`src/rtl/mem_wb_stage_pkg.sv`:
```
// mem_wb_stage_pkg: shared encodings for the memory/writeback stage.
package mem_wb_stage_pkg;
  typedef enum logic [1:0] {IDLE, ACCESS, RESP} state_e;
  localparam logic [1:0] WB_SEL_ALU = 2'd0;
  localparam logic [1:0] WB_SEL_MEM = 2'd1;
  localparam logic [1:0] WB_SEL_PC4 = 2'd2;
  localparam int PC_INC = 4;
endpackage

```
`src/rtl/bufRegister.sv`:
```
// bufRegister: write-enabled pipeline buffer register, async active-low reset.
module bufRegister #(
  parameter int WIDTH = 32
) (
  input  logic             clk,
  input  logic             reset,
  input  logic             wrtEn,
  input  logic [WIDTH-1:0] din,
  output logic [WIDTH-1:0] dout
);
  always_ff @(posedge clk or negedge reset)
    if (!reset) dout <= '0;
    else if (wrtEn) dout <= din;
endmodule

```
`src/rtl/mem_access_fsm.sv`:
```
// mem_access_fsm: data-memory req/ack sequencer with address/data capture.
// Optional abort of stuck accesses under MEM_TIMEOUT_EN.
module mem_access_fsm
  import mem_wb_stage_pkg::*;
#(
  parameter int BIT_WIDTH      = 32,
  parameter int TIMEOUT_CYCLES = 16
) (
  input  logic                 clk,
  input  logic                 reset,
  input  logic                 mem_op_i,
  input  logic                 we_i,
  input  logic [BIT_WIDTH-1:0] addr_i,
  input  logic [BIT_WIDTH-1:0] wdata_i,
  input  logic [BIT_WIDTH-1:0] rdata_i,
  input  logic                 ack_i,
  output logic                 req_o,
  output logic                 we_o,
  output logic [BIT_WIDTH-1:0] addr_o,
  output logic [BIT_WIDTH-1:0] wdata_o,
  output logic [BIT_WIDTH-1:0] rd_data_o,
  output logic                 stall_o,
  output logic                 err_o
);
  state_e                 state_q, state_d;
  logic                   we_q, start, in_access, done_ok, timeout;
  logic [BIT_WIDTH-1:0]   addr_q, wdata_q, rd_q;
  assign start     = (state_q == IDLE) && mem_op_i;
  assign in_access = (state_q == ACCESS);
  assign done_ok   = in_access && ack_i;
`ifdef MEM_TIMEOUT_EN
  localparam int CW = $clog2(TIMEOUT_CYCLES + 1);
  logic [CW-1:0] cnt_q;
  logic          err_q;
  // an ack arriving on the final cycle still completes normally
  assign timeout = in_access && !ack_i && (cnt_q == CW'(TIMEOUT_CYCLES - 1));
  always_ff @(posedge clk or negedge reset)
    if (!reset) begin
      cnt_q <= '0;
      err_q <= 1'b0;
    end else begin
      if (start) cnt_q <= '0;
      else if (in_access && !ack_i) cnt_q <= cnt_q + 1'b1;
      if (timeout) err_q <= 1'b1;
    end
  assign err_o = err_q;
`else
  assign timeout = 1'b0;
  assign err_o   = 1'b0;
`endif
  always_comb begin
    state_d = state_q;
    state_d = (state_q == IDLE)   ? (mem_op_i ? ACCESS : IDLE) :
              (state_q == ACCESS) ? ((done_ok || timeout) ? RESP : ACCESS) : IDLE;
  end
  always_ff @(posedge clk or negedge reset)
    if (!reset) begin
      state_q <= IDLE;
      we_q    <= 1'b0;
      addr_q  <= '0;
      wdata_q <= '0;
      rd_q    <= '0;
    end else begin
      state_q <= state_d;
      if (start) begin
        we_q    <= we_i;
        addr_q  <= addr_i;
        wdata_q <= wdata_i;
      end
      if (done_ok) rd_q <= rdata_i;
      else if (timeout) rd_q <= '0;
    end
  // reset gating keeps stall low while reset is held, even with a memory op presented
  assign stall_o   = reset && (start || in_access);
  assign req_o     = in_access;
  assign we_o      = we_q && in_access;
  assign addr_o    = addr_q;
  assign wdata_o   = wdata_q;
  assign rd_data_o = rd_q;
endmodule

```
`src/rtl/mem_wb_stage.sv`:
```
// mem_wb_stage: memory access sequencing and registered writeback select.
// Define MEM_TIMEOUT_EN to abort accesses after TIMEOUT_CYCLES and flag memErr.
module mem_wb_stage
  import mem_wb_stage_pkg::*;
#(
  parameter int BIT_WIDTH      = 32,
  parameter int TIMEOUT_CYCLES = 16
) (
  input  logic                 clk,
  input  logic                 reset,
  input  logic                 regWrEn,
  input  logic [3:0]           regWrAddr,
  input  logic [BIT_WIDTH-1:0] dataIn,
  input  logic                 memWrEn,
  input  logic                 isLoad,
  input  logic                 isStore,
  input  logic [1:0]           mulSel,
  input  logic [BIT_WIDTH-1:0] aluOut,
  input  logic [BIT_WIDTH-1:0] PC,
  output logic                 memReq,
  output logic                 memWe,
  output logic [BIT_WIDTH-1:0] memAddr,
  output logic [BIT_WIDTH-1:0] memWrData,
  input  logic [BIT_WIDTH-1:0] memRdData,
  input  logic                 memAck,
  output logic                 stall,
  output logic                 wbEn,
  output logic [3:0]           wbAddr,
  output logic [BIT_WIDTH-1:0] wbData,
  output logic                 memErr
);
  logic                   store_op, mem_op;
  logic [BIT_WIDTH-1:0]   rd_data, sel_data;
  logic [BIT_WIDTH+4:0]   wb_d, wb_q;
  assign store_op = isStore & memWrEn;
  assign mem_op   = isLoad | store_op;
  mem_access_fsm #(
    .BIT_WIDTH     (BIT_WIDTH),
    .TIMEOUT_CYCLES(TIMEOUT_CYCLES)
  ) u_fsm (
    .clk      (clk),
    .reset    (reset),
    .mem_op_i (mem_op),
    .we_i     (store_op),
    .addr_i   (aluOut),
    .wdata_i  (dataIn),
    .rdata_i  (memRdData),
    .ack_i    (memAck),
    .req_o    (memReq),
    .we_o     (memWe),
    .addr_o   (memAddr),
    .wdata_o  (memWrData),
    .rd_data_o(rd_data),
    .stall_o  (stall),
    .err_o    (memErr)
  );
  assign sel_data = (mulSel == WB_SEL_MEM) ? rd_data :
                    (mulSel == WB_SEL_PC4) ? PC + BIT_WIDTH'(PC_INC) : aluOut;
  // stall inserts a bubble while recirculating the last address/data
  assign wb_d = stall ? {1'b0, wbAddr, wbData} : {regWrEn, regWrAddr, sel_data};
  bufRegister #(.WIDTH(BIT_WIDTH + 5)) u_wb (
    .clk  (clk),
    .reset(reset),
    .wrtEn(1'b1),
    .din  (wb_d),
    .dout (wb_q)
  );
  assign {wbEn, wbAddr, wbData} = wb_q;
endmodule

```
`config.mk`:
```
export PLATFORM = sky130hd
export DESIGN_NAME = mem_wb_stage
export DESIGN_NICKNAME = d
export VERILOG_FILES = /design/src/rtl/mem_wb_stage_pkg.sv /design/src/rtl/bufRegister.sv /design/src/rtl/mem_access_fsm.sv /design/src/rtl/mem_wb_stage.sv
export SDC_FILE = /design/constraint.sdc
export NUM_CORES = 1
export LEC_CHECK = 0
export CAP_MARGIN = 0
export CORE_ASPECT_RATIO = 2
export CORE_MARGIN = 2
export CORE_UTILIZATION = 50
export CTS_CLUSTER_SIZE = 10
export DETAILED_ROUTE_END_ITERATION = 16
export GPL_TIMING_DRIVEN = 0
export PLACE_DENSITY = 0.84
export SETUP_SLACK_MARGIN = 0.1
export SKIP_CTS_REPAIR_TIMING = 1
export SLEW_MARGIN = 25
export SYNTH_ARGS = -nofsm -noshare
export SYNTH_HDL_FRONTEND = slang
export SYNTH_HIERARCHICAL = 1
export SYNTH_SLANG_ARGS = --single-unit
```
`constraint.sdc`:
```
create_clock -name clk -period 3.5 [get_ports clk]
set_input_delay 0.875 -clock clk [delete_from_list [all_inputs] [get_ports clk]]
set_output_delay 0.875 -clock clk [all_outputs]
set_load 0.05 [all_outputs]
```
-- After elaboration in Yosys (flattened, before gate mapping)
Index checks and enable logic that the tools add are counted.
- add/sub/neg operators: 1
- $mul: 0
- div/mod/pow operators: 0
- order comparisons: 0
- equal/unequal tests: 3
- shift-type cells: 0
- multiplexer cells: 7
- bitwise operators: 2
- reduce and logical (&&, ||, !) cells: 6
- operators with widths (operator ; number):
    two-way mux 32 bit ; 2
    two-way mux 37 bit ; 1
    adder 32 x 3 -> 32 bit, second input constant ; 1
    two-way mux 2 bit ; 3
    equality test 2 x 1 -> 1 bit, second input constant ; 2
    logical AND 1 bit ; 4
    equality test 2 bit, second input constant ; 1
    logical NOT 2 bit ; 1
    AND 1 bit ; 1
    logical OR 1 bit ; 1
    two-way mux 1 bit ; 1
    OR 1 bit ; 1
- bits in registers: 136
- latch bits: 0
- RAM bits: 0
- bits in read-only memories: 0
- bits of input ports: 141
- output and inout bits: 105
- word-level logic and storage cells: 26
- memories: 0

-- Logic depth before layout (Yosys ltp)
Gate-level depths: netlist of the first run.
- word-level depth: 6
- depth in mapped cells: 10
- mapped depth without buffers: 8

-- By module
The synthesis of the first run kept the hierarchy.
- by module, submodules not included (module ; instances ; cells each ; area an instance (µm²) ; seq. area each (µm²)):
    mem_access_fsm ; 1 ; 218 ; 3752.3 ; 2477.4
    mem_wb_stage ; 1 ; 280 ; 1908.1 ; 0.0
    bufRegister ; 1 ; 78 ; 1526.5 ; 925.9

-- Least setup slack after synthesis of the first run
No wires, ideal clock.
- kind: in2reg
- start: input port isStore
- end: register u_wb.dout[14]
- library setup time: 125 ps
- arrival: 3627 ps
- setup slack: -252 ps
- stages on the path: 9
- cell sequence: and2_1 -> or2_2 -> nor2_1 -> nor3b_1 -> clkbuf_1 -> clkbuf_1 -> clkbuf_1 -> o221ai_1 -> mux2_4
- word-level cells in the longest chain between the ends: 5
- RTL lines (element ; line ; RTL):
    start, declared ; mem_wb_stage.sv:16 ; input logic isStore,
    AND 1 bit ; mem_wb_stage.sv:35 ; assign store_op = isStore & memWrEn;
    OR 1 bit ; mem_wb_stage.sv:36 ; assign mem_op = isLoad | store_op;
    via mem_op ; mem_wb_stage.sv:32 ; logic store_op, mem_op;
    logical AND 1 bit ; mem_access_fsm.sv:28 ; assign start = (state_q == IDLE) && mem_op_i;
    logical OR 1 bit ; mem_access_fsm.sv:74 ; assign stall_o = reset && (start || in_access);
    logical AND 1 bit ; mem_access_fsm.sv:74 ;
    via stall ; mem_wb_stage.sv:26 ; output logic stall,
    end signal, assigned ; bufRegister.sv:13 ; else if (wrtEn) dout <= din;
    end, declared ; bufRegister.sv:9 ; output logic [WIDTH-1:0] dout
The timed path passes the listed nets, and every way through them passes these cells.
A chain may end at the register's enable or synchronous reset.

-- Worst setup path after layout of the first run
- start: input port isStore
- end: register u_wb.dout[16]
- word-level cells in the longest chain between the ends: 5
- RTL lines (element ; line):
    AND 1 bit ; mem_wb_stage.sv:35
    via store_op ; mem_wb_stage.sv:32
    OR 1 bit ; mem_wb_stage.sv:36
    via mem_op ; mem_wb_stage.sv:32
    logical AND 1 bit ; mem_access_fsm.sv:28
    logical OR 1 bit ; mem_access_fsm.sv:74
    logical AND 1 bit ; mem_access_fsm.sv:74
The timed path passes the listed nets, and every way through them passes these cells.

==> key figures, run 1 <==
Power and ir drop
  • Total power: 9.65 mW
  • Leak: 4.42 nW
  • Power Density: 918 nW/um^2
  • Maximum VDD drop: 0.000737 V

Global route
  • GRT Residual Overflow: 0
  • M2 GR Usage: 43.1%
  • Layer with the highest usage: met2
  • GRT Total Usage: 26.9%
  • Initial antenna violation count: 0
  • Met1 GRT Util: 32.3%
  • Met3 usage: 9.62%
  • Global-route wire length before repair: 31.8 mm
  • Largest net degree at the start of global routing: 78
  • Vias in the first global route: 6132

Floorplan
  • Initial Util: 50.6%
  • Placeable Area: 14200 sq um
  • Die width: 88.8 um
  • # rows: 62
  • IO Count: 246
  • Die Area: 15400 sq um
  • Die Y: 174 um

Clock tree
  • Root buf cell: clkbuf_16
  • Clk slew on worst S/H paths: 0.07 ns
  • H-tree depth: 4
  • Num CTS Buffers: 17
  • CTS max path bufs: 2
  • # clock sinks: 136
  • Skew-Pair Late Insertion Delay: 0.42 ns
  • CTS tree: built

Synth
  • FFs w/ async S/R, synth: 100%
  • Synth Warn #: 6
  • Post-synthesis instance area: 7190 sq um
  • Post-synth top area share: 47.4%
  • Top FF cell, synth: dfrtp_1
  • Post-synth EDFFs: 0
  • FF+latch count, synth: 136
  • Yosys top cell by area: dfrtp_1
  • Syn avg cell area: 12.5 sq um
  • Synth unique cells: 50
  • Ranking of synthesized cells by area: dfrtp_1 47%, mux2_2 11%, mux2_1 9.9%
  • Seq/Total Area, Yosys: 47.4%
  • Cells after synthesis: 576
  • Mapped Nets: 718

Timing
  • Worst clock skew: 0.00908 ns
  • Fin crit share: 93.3%
  • Final Slew Violations: 0
  • Minimum clock period: 3.27 ns
  • F_max: 306 MHz
  • RSZ-0062 raised after global routing: no
  • Setup_tns: 0 ns
  • Worst hold slack: 0.380 ns
  • Worst-margin pin slew: 0.661 ns
  • Final setup fails: 0
  • Final Hold Fails: 0
  • Max_slew headroom: 55.6%

Critical path
  • R2R Setup Slk: 0.92 ns
  • Crit. End Element: register
  • Worst setup SP type: primary input
  • Worst Reg2Reg Path Length in Cells: 7
  • Worst EP arrival: 3.57 ns
  • CP Launch Point: isStore
  • Worst Setup Path Type: in -> reg
  • Crit-path cells: clkdlybuf4s50_1 -> and2_1 -> or2_2 -> nor2_1 -> nor3b_2 -> clkbuf_1 -> clkbuf_1 -> clkbuf_2 -> o221ai_1 -> mux2_4
  • Slowest-stage cell, CP: clkdlybuf4s50_1
  • Crit-path most repeated cell: clkbuf_1
  • R2R Path End: u_wb/dout[16]
  • CP max stage delay: 0.45 ns
  • Data required, critical path: 3.81 ns
  • Crit path to: u_wb/dout[16]
  • Worst R2R Start: u_fsm/state_q[0]
  • Critical path peak fanout: 10

Routing
  • Via count: 5743
  • Routed wire per std cell: 19.5 um
  • Post-route antenna net violation count: 0
  • Drt first pass iters: 4
  • Total wire length: 20.4 mm
  • Vias per cell: 5.50
  • # DRC: 0
  • Starting DRT DRC Count: 261

Final layout
  • Post-Layout Inst Area: 10500 sq um
  • Layout area overhead: 46.2%
  • Layout Utilization: 74.0%
  • Fraction of layout cells with a size suffix above 1: 19.7%
  • Antenna fix cells: 0
  • Nets: 982
  • Fillers: 974

Worst hold path
  • Worst min-delay path category: in -> async

Outcome
  • Status: completed

Place
  • Final Wtd Congestion: 0.831
  • Port Buffers: 243
  • Dpl hpwl: 14.8 mm
  • Dpl cell area: 9900 sq um

Flow run
  • Max_cap viols: 0
-- cells by family (layout without fill, tap and decap cells) --
family,after synthesis,count (layout),synth area share [%]
muxes,174,174,28.6
buffers and inverters,54,331,4.65
adders and majority gates,1,1,0.174
AOI/OAI and AO/OA,84,84,7.97
and+or+nand+nor,99,99,7.97
xor gates and xnor gates,26,26,3.17
DFF,136,136,47.4
other,2,2,0.104
-- synth_stat cells, types with 6 or more instances --
master	count
o221ai_1	6
nor2_1	20
mux2_4	30
xnor2_1	9
a22oi_1	7
a21oi_1	31
buf_6	9
buf_2	6
inv_1	17
mux2_1	63
nor2b_1	6
dfrtp_1	136
a211oi_1	13
nand4_1	8
xor2_1	17
clkbuf_1	17
nand2_1	18
mux2_2	68
nand3_1	12
mux2i_1	13
a221o_1	6
-- metal layers --
metal | part of all wire [%] | up-vias
met4 | 2.8 | 0
met3 | 10 | 47
met1 | 37 | 2814
met5 | 0 | -
li1 | - | 2623
met2 | 50 | 259
-- final cells by class --
| type | count | area (sq um) | area share (%) |
|---|---|---|---|
| sequential | 136 | 3400 | 32.4 |
| inverter | 17 | 63.8 | 0.607 |
| tap | 192 | 240 | 2.29 |
| clock buffer | 17 | 425 | 4.05 |
| timing repair buffer | 245 | 2490 | 23.7 |
| buffer | 37 | 275 | 2.62 |
| multi-input combinational | 386 | 3450 | 32.9 |
| clock inverter | 15 | 154 | 1.46 |
-- registers in the layout, indices dropped and copies added, names as in the netlist --
signal           cells
u_fsm/rd_data_o     32
u_wb/dout           37
u_fsm/addr_o        32
u_fsm/wdata_o       32
u_fsm/state_q        2
u_fsm/we_q           1
-- worst min-delay path by stage --
stage	cells past startpoint	startpoint	slack, ns	endpoint
floorplan	1	u_fsm/rd_data_o[10]	0.47	u_fsm/rd_data_o[10]
global placement	1	u_fsm/addr_o[19]	0.47	u_fsm/addr_o[19]
detailed placement	1	u_fsm/addr_o[10]	0.47	u_fsm/addr_o[10]
CTS	1	reset	0.39	u_fsm/addr_o[11]
global route	1	reset	0.41	u_fsm/addr_o[11]
finish	1	reset	0.38	u_fsm/addr_o[11]
-- critical path: cells and delay by family --
kind / cells / cell delay, ns
compound gates: 1 / 0.22
buf+inv: 4 / 1.64
mux: 1 / 0.30
simple gates: 4 / 0.55
-- per-stage QoR --
step	setup WS, ns	instances
floorplan	0.267	576
global placement	-5.18	1011
detailed placement	-0.480	1012
CTS	-0.255	1044
global route	0.108	1045
finish	0.234	1045
-- cell usage in the layout (no fill, tap or decap), drive strengths merged, types with 5 or more instances in the layout --
master         instances
clkdlybuf4s50        241
mux2                 161
dfrtp                136
clkbuf                35
a21oi                 31
inv                   27
buf                   22
nor2                  20
nand2                 19
xor2                  17
mux2i                 13
a211oi                13
nand3                 12
nand4                 10
o21ai                 10
xnor2                  9
a22oi                  7
nor2b                  6
o221ai                 6
a221o                  6
a221oi                 6
nand2b                 5
nor3                   5
and3                   5
and2                   5
clkinv                 5
-- power by group --
group / internal, mW / switching [mW] / total [mW]
registers: 2.32 / 0.446 / 2.77
clock network: 0.953 / 0.797 / 1.75
logic: 2.06 / 3.07 / 5.13
Note: power is estimated with default switching activity, not from simulation.
==> run 2, diff against run 1 <==
--- a/config.mk
+++ b/config.mk
@@ -5,6 +5,7 @@
 export SDC_FILE = /design/constraint.sdc
 export NUM_CORES = 1
 export LEC_CHECK = 0
+export ABC_CLOCK_PERIOD_IN_PS = 3500
 export CAP_MARGIN = 0
 export CORE_ASPECT_RATIO = 2
 export CORE_MARGIN = 2
==> results of run 2 <==
The final DEF is identical to that of run 1; final timing and power are the same.
